### src/rtl/ram_scan_engine.sv
`default_nettype none
// ============================================================================
// Module   : ram_scan_engine
// Brief    : Dual-port RAM with tick/step driven read-address scanner,
//            read-during-write bypass and hardware clear sweep.
// Revision : 1.0 - initial release
// ============================================================================
module ram_scan_engine #(
  parameter int DATA_W   = 4,
  parameter int ADDR_W   = 5,
  parameter int TICK_DIV = 25000000
) (
  input  logic              clk,
  input  logic              reset,
  input  logic              we,
  input  logic [ADDR_W-1:0] wr_addr,
  input  logic [DATA_W-1:0] wr_data,
  input  logic              run,
  input  logic              step,
  input  logic              clr,
  output logic [ADDR_W-1:0] rd_addr,
  output logic [DATA_W-1:0] rd_data,
  output logic              busy
);

  localparam int DEPTH = 2**ADDR_W;
  localparam int CNT_W = (TICK_DIV > 1) ? $clog2(TICK_DIV) : 1;
  localparam logic [CNT_W-1:0] C_TICK_LAST = CNT_W'(TICK_DIV - 1);

  typedef enum logic [0:0] {
    SCAN  = 1'b0,
    CLEAR = 1'b1
  } state_t;

  state_t              r_state;
  logic [DATA_W-1:0]   r_mem [DEPTH];
  logic [ADDR_W-1:0]   r_ptr;
  logic [ADDR_W-1:0]   r_cptr;
  logic [CNT_W-1:0]    r_tick_cnt;
  logic                r_step_q;

  logic w_scan;
  logic w_tick;
  logic w_step_rise;
  logic w_adv;
  logic w_bypass;

  assign w_scan      = (r_state == SCAN);
  assign w_tick      = w_scan & run & (r_tick_cnt == C_TICK_LAST);
  assign w_step_rise = step & ~r_step_q;
  assign w_adv       = w_scan & (run ? w_tick : w_step_rise);
  assign w_bypass    = w_scan & we & (wr_addr == r_ptr);

  // Storage is deliberately not reset; a reset edge also suppresses the
  // sweep write so an aborted clear leaves the remaining words intact.
  always_ff @(posedge clk) begin
    if (reset) begin
      if (r_state == CLEAR) begin
        r_mem[r_cptr] <= '0;
      end else if (we) begin
        r_mem[wr_addr] <= wr_data;
      end
    end
  end

  always_ff @(posedge clk) begin
    if (!reset) begin
      r_state    <= SCAN;
      r_ptr      <= '0;
      r_cptr     <= '0;
      r_tick_cnt <= '0;
      r_step_q   <= 1'b0;
      busy       <= 1'b0;
      rd_addr    <= '0;
      rd_data    <= '0;
    end else begin
      r_step_q <= step;
      rd_addr  <= r_ptr;
      rd_data  <= w_bypass ? wr_data : r_mem[r_ptr];

      case (r_state)
        SCAN: begin
          if (run) begin
            r_tick_cnt <= w_tick ? '0 : r_tick_cnt + 1'b1;
          end
          if (w_adv) begin
            r_ptr <= r_ptr + 1'b1;
          end
          if (clr) begin
            r_state <= CLEAR;
            r_cptr  <= '0;
            busy    <= 1'b1;
          end
        end
        CLEAR: begin
          r_cptr <= r_cptr + 1'b1;
          if (r_cptr == {ADDR_W{1'b1}}) begin
            r_state    <= SCAN;
            r_ptr      <= '0;
            r_tick_cnt <= '0;
            busy       <= 1'b0;
          end
        end
        default: r_state <= SCAN;
      endcase
    end
  end

endmodule
`default_nettype wire

### config.mk
export PLATFORM = sky130hd
export DESIGN_NAME = ram_scan_engine
export DESIGN_NICKNAME = d
export VERILOG_FILES = /design/src/rtl/ram_scan_engine.sv
export SDC_FILE = /design/constraint.sdc
export NUM_CORES = 1
export LEC_CHECK = 0
export BUFFER_PORTS_ARGS = -buffer_cell sky130_fd_sc_hd__buf_2
export CAP_MARGIN = 20
export CORE_MARGIN = 3
export CORE_UTILIZATION = 57
export DETAILED_ROUTE_END_ITERATION = 8
export HOLD_SLACK_MARGIN = 0.06
export PLACE_DENSITY = 0.83
export SLEW_MARGIN = 40
export SYNTH_ARGS = -nofsm -noshare
export SYNTH_HDL_FRONTEND = slang
export SYNTH_SLANG_ARGS = --single-unit
### constraint.sdc
create_clock -name clk -period 3.11 [get_ports clk]
set_clock_uncertainty 0.15 [all_clocks]
set_input_delay 0.1555 -clock clk [delete_from_list [all_inputs] [get_ports clk]]
set_output_delay 0.1555 -clock clk [all_outputs]
set_load 0.03 [all_outputs]
# ---- Yosys cells after proc, flatten, opt, wreduce, memory -nomap -nowiden
# Memories as Yosys holds them, arrays and structs flattened. A register that Yosys moved wholly into a read port is not among the register bits.
# Cells that the tools add are included.
dict set report classes {
  add_sub_neg 3
  n_eq_ne 7
  mux 27
  bitwise 7
  reduce_logical 5
}
# operator count
set op_table {}
lappend op_table {{$mux 25} 3}
lappend op_table {{$pmux 25 s2} 1}
lappend op_table {{$add 25x1->25 const B} 1}
lappend op_table {{$eq 25x25->1 const B} 1}
lappend op_table {{$mux 5} 4}
lappend op_table {{$pmux 5 s2} 2}
lappend op_table {{$mux 1} 13}
lappend op_table {{$add 5x1->5 const B} 2}
lappend op_table {{$mux 4} 2}
lappend op_table {{$reduce_and 2->1} 3}
lappend op_table {{$and 1x1->1} 5}
lappend op_table {{$eq 5x5->1} 1}
lappend op_table {{$eq 5x5->1 const B} 1}
lappend op_table {{$ne 2x1->1 const B} 2}
lappend op_table {{$ne 2x2->1 const B} 2}
lappend op_table {{$pmux 1 s2} 2}
lappend op_table {{$reduce_or 4->1} 1}
lappend op_table {{$not 1->1} 2}
lappend op_table {{$logic_not 1->1} 1}
dict set report word_totals {
  regBits 48
  mem_bits_rw 128
  inputBits 15
  n_memories 1
}
# memory words word_bits read_ports rd_clocked_by_memory_dff wr line_no
set memory_table {}
lappend memory_table {r_mem 32 4 1 1 1 36} ;# logic [DATA_W-1:0] r_mem [DEPTH];

# ---- Logic depth before layout (Yosys ltp)
# Gate-level depths: netlist of the first run.
dict set report depth {
  word_depth 7
  depth_mapped 8
  ltp_nobuf 8
}

# ---- Least setup slack after synthesis of the first run
# Ideal clock, no wire load.
dict set report synth_path {
  kind {reg2reg}
  startpoint {reg r_state}
  endpoint {mem r_mem[1][0] (enable)}
  setup_time_ns 0.329
  arrival_ns 1.679
  required_time_ns 2.631
  setup_slack_ns 0.951
  path_stages_with_launch 7
  path_buffers 2
  cell_sequence {dfxtp_1 buf_2 nand3b_1 mux2i_1 or3_1 clkbuf_1 nor2_1}
}
dict set report synth_via {
  elab_chain_len 5
  elab_cells_between_ends 9
  classes_between {mux: 8; reduce/logical: 1}
}
# element line_no
set synth_lines {}
lappend synth_lines {{start: declaration} 35} ;# state_t r_state;
lappend synth_lines {{start signal: assignment} 68} ;# r_state <= SCAN;
lappend synth_lines {{start signal: assignment} 90} ;# r_state <= CLEAR;
lappend synth_lines {{start signal: assignment} 98} ;# r_state <= SCAN;
lappend synth_lines {{$mux 1} 58} ;# if (r_state == CLEAR) begin
lappend synth_lines {{$mux 1} 57} ;# if (reset) begin
lappend synth_lines {{$mux 1 (not written as such)} 61} ;# r_mem[wr_addr] <= wr_data;
lappend synth_lines {{$reduce_or 4->1 (no source line)} n/a}
lappend synth_lines {{$mux 5 (no source line) or $mux 1 (tied branches)} n/a}
lappend synth_lines {{end: declaration} 36}
# Parallel ways exist; a longest one is shown, timed or not.

# ---- Worst setup path in the final report of the first run
dict set report layout_path {
  startpoint {in reset}
  endpoint {mem r_mem[17][3] (enable)}
}
dict set report layout_via {
  elab_chain_len 4
  elab_cells_between_ends 7
  classes_between {mux: 6; reduce/logical: 1}
}
# element line_no
set layout_lines {}
lappend layout_lines {{start: declaration} 14} ;# input logic reset,
lappend layout_lines {{$mux 1} 57}
lappend layout_lines {{$mux 1 (not written as such)} 61}
lappend layout_lines {{$reduce_or 4->1 (no source line)} n/a}
lappend layout_lines {{$mux 5 (no source line) or $mux 1 (tied branches)} n/a}
# Parallel ways exist; a longest one is shown, timed or not.

==> results of run 1 <==
==> kinds of logic after synthesis <==
logic type                 share of synthesized area, %
and+or+nand+nor                                   12.65
DFF                                               63.63
AOI/OAI and AO/OA                                 9.797
muxes                                             10.51
buffers and inverters                             2.070
xor gates and xnor gates                         0.6846
adders and majority gates                        0.6520
==> final cells by class <==
| class | instances | area [um2] |
|---|---|---|
| sequential | 180 | 4886 |
| fill | 853 | 4197 |
| multi-input combinational | 369 | 2633 |
| clock buffer | 19 | 452.9 |
| timing repair buffer | 50 | 355.3 |
| tap | 172 | 215.2 |
| clock inverter | 12 | 111.4 |
| inverter | 7 | 26.28 |
==> cells in the mapped netlist (all sizes together) (4+ instances only) <==
cell type | count | area, um2
nand4 | 9 | 77.57
o21ai | 23 | 115.1
edfxtp | 128 | 3844
a21o | 5 | 37.54
mux2i | 30 | 300.3
nor2 | 69 | 259.0
clkbuf | 11 | 42.54
ha | 4 | 50.05
mux4 | 17 | 382.9
nand2b | 5 | 31.28
nand2 | 33 | 123.9
dfxtp | 52 | 1041
mux2 | 11 | 123.9
nor3 | 11 | 55.05
nor4 | 5 | 46.29
nor3b | 5 | 37.54
a31oi | 12 | 75.07
nand3 | 14 | 70.07
xnor2 | 4 | 35.03
nor2b | 4 | 25.02
a22oi | 5 | 37.54
and3 | 7 | 45.05
a221oi | 12 | 105.1
inv | 6 | 22.52
a21oi | 24 | 120.1
buf | 17 | 90.09
and2 | 14 | 87.58
==> per-layer routing <==
metal | routed length [um] | up-vias | global-route usage, %
met5 | 0 | - | 0
met4 | 582 | 0 | 9.594
met3 | 1345 | 52 | 7.010
met2 | 8628 | 265 | 40.44
met1 | 6705 | 2547 | 31.95
li1 | - | 2326 | -
==> sequential cells by signal, indices dropped and copies added, names as in the netlist, named ones only <==
signal and flops:
busy 1, r_cptr 5, r_tick_cnt 25, r_state 1, rd_addr 5, r_ptr 5, r_step_q 1, r_mem 128
==> metrics by stage <==
step	hold slack, ps	setup WS, ps	area [um2]	power (mW)	std cells
2_1_floorplan	33.22	951.3	7676	2.834	584
3_3_place_gp	118.7	757.9	7998	2.911	766
6_report	218.8	563.0	8680	4.908	809
3_5_place_dp	126.1	661.8	8005	2.922	767
4_1_cts	217.9	587.4	8680	4.917	809
5_1_grt	228.5	384.1	8680	5.062	809
==> what timing repair did <==
action,4_1_cts,5_1_grt
hold endpoints to repair,20,0
hold buffers,11,0
setup buffers,0,0
==> worst max-delay path, stage by stage <==
cell	delay (ps)
dlygate4sd3_1	520
buf_2	290
nand3b_1	310
mux2i_1	240
or3_1	570
nor2_1	400
==> worst max-delay path by stage <==
| stage | end | start | slack, ps | cells past startpoint |
|---|---|---|---|---|
| finish | r_mem[17][3] | reset | 560 | 6 |
| floorplan | r_mem[1][0] | r_state | 950 | 6 |
| global route | r_mem[4][3] | reset | 380 | 7 |
| CTS | r_mem[17][3] | reset | 590 | 6 |
| detailed placement | r_mem[17][1] | r_state | 660 | 6 |
| global placement | r_mem[16][2] | reset | 760 | 5 |
==> cell usage in the layout, fill, tap and decap left out, types with 14 or more instances in the layout <==
master     count
a21oi_1       24
and2_1        14
buf_2         24
buf_4         14
clkbuf_16     17
dfxtp_1       51
edfxtp_1     128
mux2i_1       30
mux4_2        17
nand2_1       33
nand3_1       14
nor2_1        69
o21ai_0       23
==> where the power goes <==
part	internal (mW)	leakage (nW)	total (mW)	switching (mW)
combinational	0.110	1.06	0.284	0.174
clock	1.09	0.274	2.02	0.934
sequential	2.58	1.62	2.60	0.0191
==> summary.txt, run 1 <==
CTS tree: yes
Worst path arrival time: 2490 ps
Net count after synthesis: 603
Largest net degree at the start of global routing: 33
Req. time, crit path: 3050 ps
Hold Startpoint: wr_data[1]
Skew-Pair Late Insertion Delay: 440 ps
Max-slew violations: 0
Register-to-register setup slack: 610 ps
Drt total wl: 17260 um
Drt pass-1 iters: 5
Root buf cell: clkbuf_16
# IOs: 25
Post-CTS Resized: 0
HPWL after detailed placement: 11660 um
Nets: 644
First-pass GRT wire length: 27420 um
Clk sinks: 180
Routability cong.: 0.9657
Mapped cell area: 7676 um2
Critical Path Sink Type: flop
Finished Core Util: 67.41%
Initial Utilization: 59.62%
Fin crit period: 2547 ps
Setup TNS: 0 ps
Core Area: 12880 um2
Period utilization: 81.90%
Row count: 41
CP Launch Type: input pin
WHS Path Cells: 2
Detail Route Antenna Nets: 0
VDD IR max: 0.5819 mV
Initial antenna violation count: 0
Slew headroom: 46.31%
FMAX: 392.6 MHz
GRT Total Usage: 24.87%
Remaining DRCs: 0
IO buf count: 24
Max-Cap Viols: 0
Hold Crit Class: in -> reg
DR iter-0 viols: 657
Power Density: 565.4 nW/um2
Post-synthesis sequential area ratio: 63.63%
Total CTS buffers: 17
RR Startpoint: r_state
Antenna Cells: 0
# H-tree levels: 4
Critical Path Fanout Max: 17
FF+latch count, synth: 180
Static leakage: 2.957 nW
Critical Setup Path Class: in -> reg
Run status: finished clean
Die area: 14900 um2
Die span in x: 122.0 um
Reg-to-Reg End: r_mem[17][3]
Actual slew at the worst max-slew pin: 803.7 ps
Setup-failing EPs final: 0
Gr ovfl total: 0
Hold Fails Final Rpt: 0
Async SR Flop Fraction: 0%
Share of cells above drive strength 1: 17.27%
Synth-to-layout area growth: 13.07%
Syn. warnings: 0
Clock Tree Buf Depth: 2
Synth Flop Type: edfxtp_1
Post-DR vias/cell: 6.415
DIE HEIGHT: 122.0 um
Vias post-DR: 5190
Routed wire per std cell: 21.34 um
R2R cell count: 6
Unique masters post-synth: 61
RSZ-0062 raised after global routing: no
Clock slew at reported path FFs: 60 ps
Synthesized instance count: 584
Number of synthesized flops with an enable pin: 128
Vias in the first global route: 5148
Syn Area/Cell: 13.14 um2
(Power assumes the default switching activity.)
==> inputs of run 2 (changes only) <==
Settings changed: CORE_UTILIZATION 57 to 56, PLACE_DENSITY 0.83 to 0.85.
Clock period 3.11 ns to 2.2 ns, I/O delays scaled along.
==> run 2 against run 1 <==
  * The run now ends with negative setup slack left
  * Count of clock-buffer cells in the layout shrank 2
  * Global-route usage rose by 1.9 points
  * Sequential share of layout area is 3.1 points lower
  * Clock power increased by 50%
  * Core utilization grew 1.5 points
  * Total power grew 46%
  * First-iteration DRC count grew 35%
  * Critical path depth shrank 1
  * Critical path type is now reg -> reg
  * Routed wire length up 14%
  * Flip-flop and latch count unchanged
  * Design area rose by 5.9%
  * Worst hold slack worse by 37 ps
==> summary.txt, run 2 (synthesized netlist as in run 1, its figures left out) <==
Hold Crit Class: in -> reg
Hold Fails Final Rpt: 0 (unchanged)
Sequence of cells on the critical path: buf_4 -> mux4_2 -> o31ai_1 -> a21oi_1 -> or2_2
DIE HEIGHT: 123.1 um (+0.85%)
Gr ovfl total: 0 (unchanged)
Skew-Pair Late Insertion Delay: 440 ps (about the same)
Design Power: 7.180 mW (+46%)
Clock slew at reported path FFs: 70 ps (about the same)
Fin crit period: 2226 ps
GRT Total Usage: 26.81% (+1.9 points)
Finished Cell Area: 9193 um2 (+5.9%)
Max reg flops: 128 (unchanged)
Vias post-DR: 5553 (+7.0%)
Crit path setup slack, layout: -26.47 ps (-589.5 ps)
Max-Cap Viols: 0 (unchanged)
Req. time, crit path: 2370 ps (-680 ps)
Initial Utilization: 57.51% (-2.1 points)
RSZ-0062 raised after global routing: yes
Routed wire per std cell: 23.51 um (+10%)
Period utilization: 101.2%
Synth-to-layout area growth: 19.76%
Clk sinks: 180 (unchanged)
Share of cells above drive strength 1: 29.95% (+13 points)
Actual slew at the worst max-slew pin: 530.4 ps (-273.3 ps)
Remaining DRCs: 0 (unchanged)
HPWL after detailed placement: 12300 um (+5.6%)
Regs by FF count: r_mem (128), r_tick_cnt (25)
Clock Tree Buf Depth: 2 (unchanged)
WHS Path Cells: 2 (unchanged)
Critical Setup Path Class: reg -> reg
Drt total wl: 19680 um (+14%)
Setup bufs post-CTS: 0 (unchanged)
Root buf cell: clkbuf_16
Post-Place Cell Area: 8188 um2 (+2.3%)
Vias in the first global route: 5318 (+3.3%)
Register-to-register setup slack: -30 ps (-640 ps)
DR iter-0 viols: 886 (+35%)
Largest net degree at the start of global routing: 33 (unchanged)
Buffers and inverters on the worst path: 1 (-1)
CTS tree: yes
Most frequent cells in the layout: edfxtp_1 (128), dfxtp_1 (46), nor2_1 (33), buf_4 (33), mux2i_1 (27)
Run status: complete, but fails checks
VDD IR max: 0.6688 mV (+15%)
FMAX: 449.1 MHz
Power Density: 781.0 nW/um2 (+38%)
Max-slew violations: 0 (unchanged)
Commonest non-fill, non-tap cell in the layout: edfxtp_1
Die area: 15150 um2 (+1.7%)
CP peak stage delay: 560 ps (about the same)
RR Startpoint: r_ptr[0]
IO buf count: 24 (unchanged)
Hold Startpoint: wr_data[1]
R2R cell count: 5 (-1)
Row count: 42 (+2.4%)
Setup-failing EPs final: 7 (+7)
First-pass GRT wire length: 29980 um (+9.3%)
Worst path arrival time: 2400 ps (-90 ps)
Antenna Cells: 0 (unchanged)
Nets: 667 (+3.6%)
Core Area: 13350 um2 (+3.7%)
Cell family with most CP delay: multiplexers
Critical Path Sink Type: flop
Detail Route Antenna Nets: 0 (unchanged)
Violated checks: negative setup slack
Total CTS buffers: 17 (unchanged)
Critical-path top delay cell: mux4_2
Critical Path Fanout Max: 8 (-9)
CP Launch Type: flop
Post-DR vias/cell: 6.634 (+3.4%)
Drt pass-1 iters: 6 (+1)
Slew headroom: 64.64% (+18 points)
Largest reg by FF count: r_mem
# IOs: 25 (unchanged)
# H-tree levels: 4 (unchanged)
Initial antenna violation count: 0 (unchanged)
Die span in x: 123.1 um (+0.85%)
Routability cong.: 0.9245 (-4.3%)
Static leakage: 3.084 nW (+4.3%)
[run 2: report_power, final]
| group | total (mW) | internal, mW | switching, mW |
|---|---|---|---|
| combinational | 0.478 | 0.188 | 0.289 |
| sequential | 3.68 | 3.65 | 0.0290 |
| clock | 3.03 | 1.54 | 1.49 |
[run 2: how the worst max path moves through the flow]
stage,to,slack [ps],cells past startpoint,start
after floorplan,r_mem[1][0],40,6,r_state
after global placement,r_tick_cnt[13],50,6,r_tick_cnt[1]
after detailed placement,r_mem[13][1],-80,4,r_state
after CTS,r_mem[21][2],-80,4,r_state
after global routing,flop,-90,5,r_ptr[0]
final,flop,-30,5,r_ptr[0]
[run 2: repair_timing]
action,in CTS,in global routing
setup endpoints to repair,83,132
hold buffers,12,0
pin swaps,0,3
gates resized for setup,12,76
endpoints found under the hold margin,17,0
[run 2: layout make-up]
class | instances | area [um2]
Multi-Input combinational cell | 369 | 2902
Clock buffer | 17 | 425.4
Timing Repair Buffer | 73 | 550.5
Fill cell | 873 | 4155
Tap cell | 176 | 220.2
Clock inverter | 15 | 176.4
Sequential cell | 180 | 4892
Inverter | 7 | 26.28
[run 2: metal layers]
layer  wire [um]  share of wire, %  track usage, %  up-vias
li1            -                 -               -     2381
met1        7508                38           34.12     2746
met2        9935                50           45.44      359
met3        1622               8.2           5.764       67
met4         610               3.1           10.10        0
met5           0                 0               0        -
[run 2: metrics by stage]
step | TNS, ps | instances | util, % | worst slack (ps) | hold WS [ps]
2_1_floorplan | 0 | 584 | - | 41.25 | -12.28
3_3_place_gp | 0 | 793 | 61.34 | 49.36 | 71.97
5_1_grt | -2293 | 837 | 68.87 | -90.47 | 177.9
6_report | -72.61 | 837 | 68.87 | -26.47 | 181.4
4_1_cts | -2750 | 837 | 66.98 | -83.02 | 172.4
3_5_place_dp | -1573 | 793 | 61.34 | -84.47 | 74.46
[run 2: worst reg2reg max path: stages, from the launching register on]
cell and delay [ps]:
dfxtp_2 450, buf_4 240, mux4_2 560, o31ai_1 340
a21oi_1 100, or2_2 280
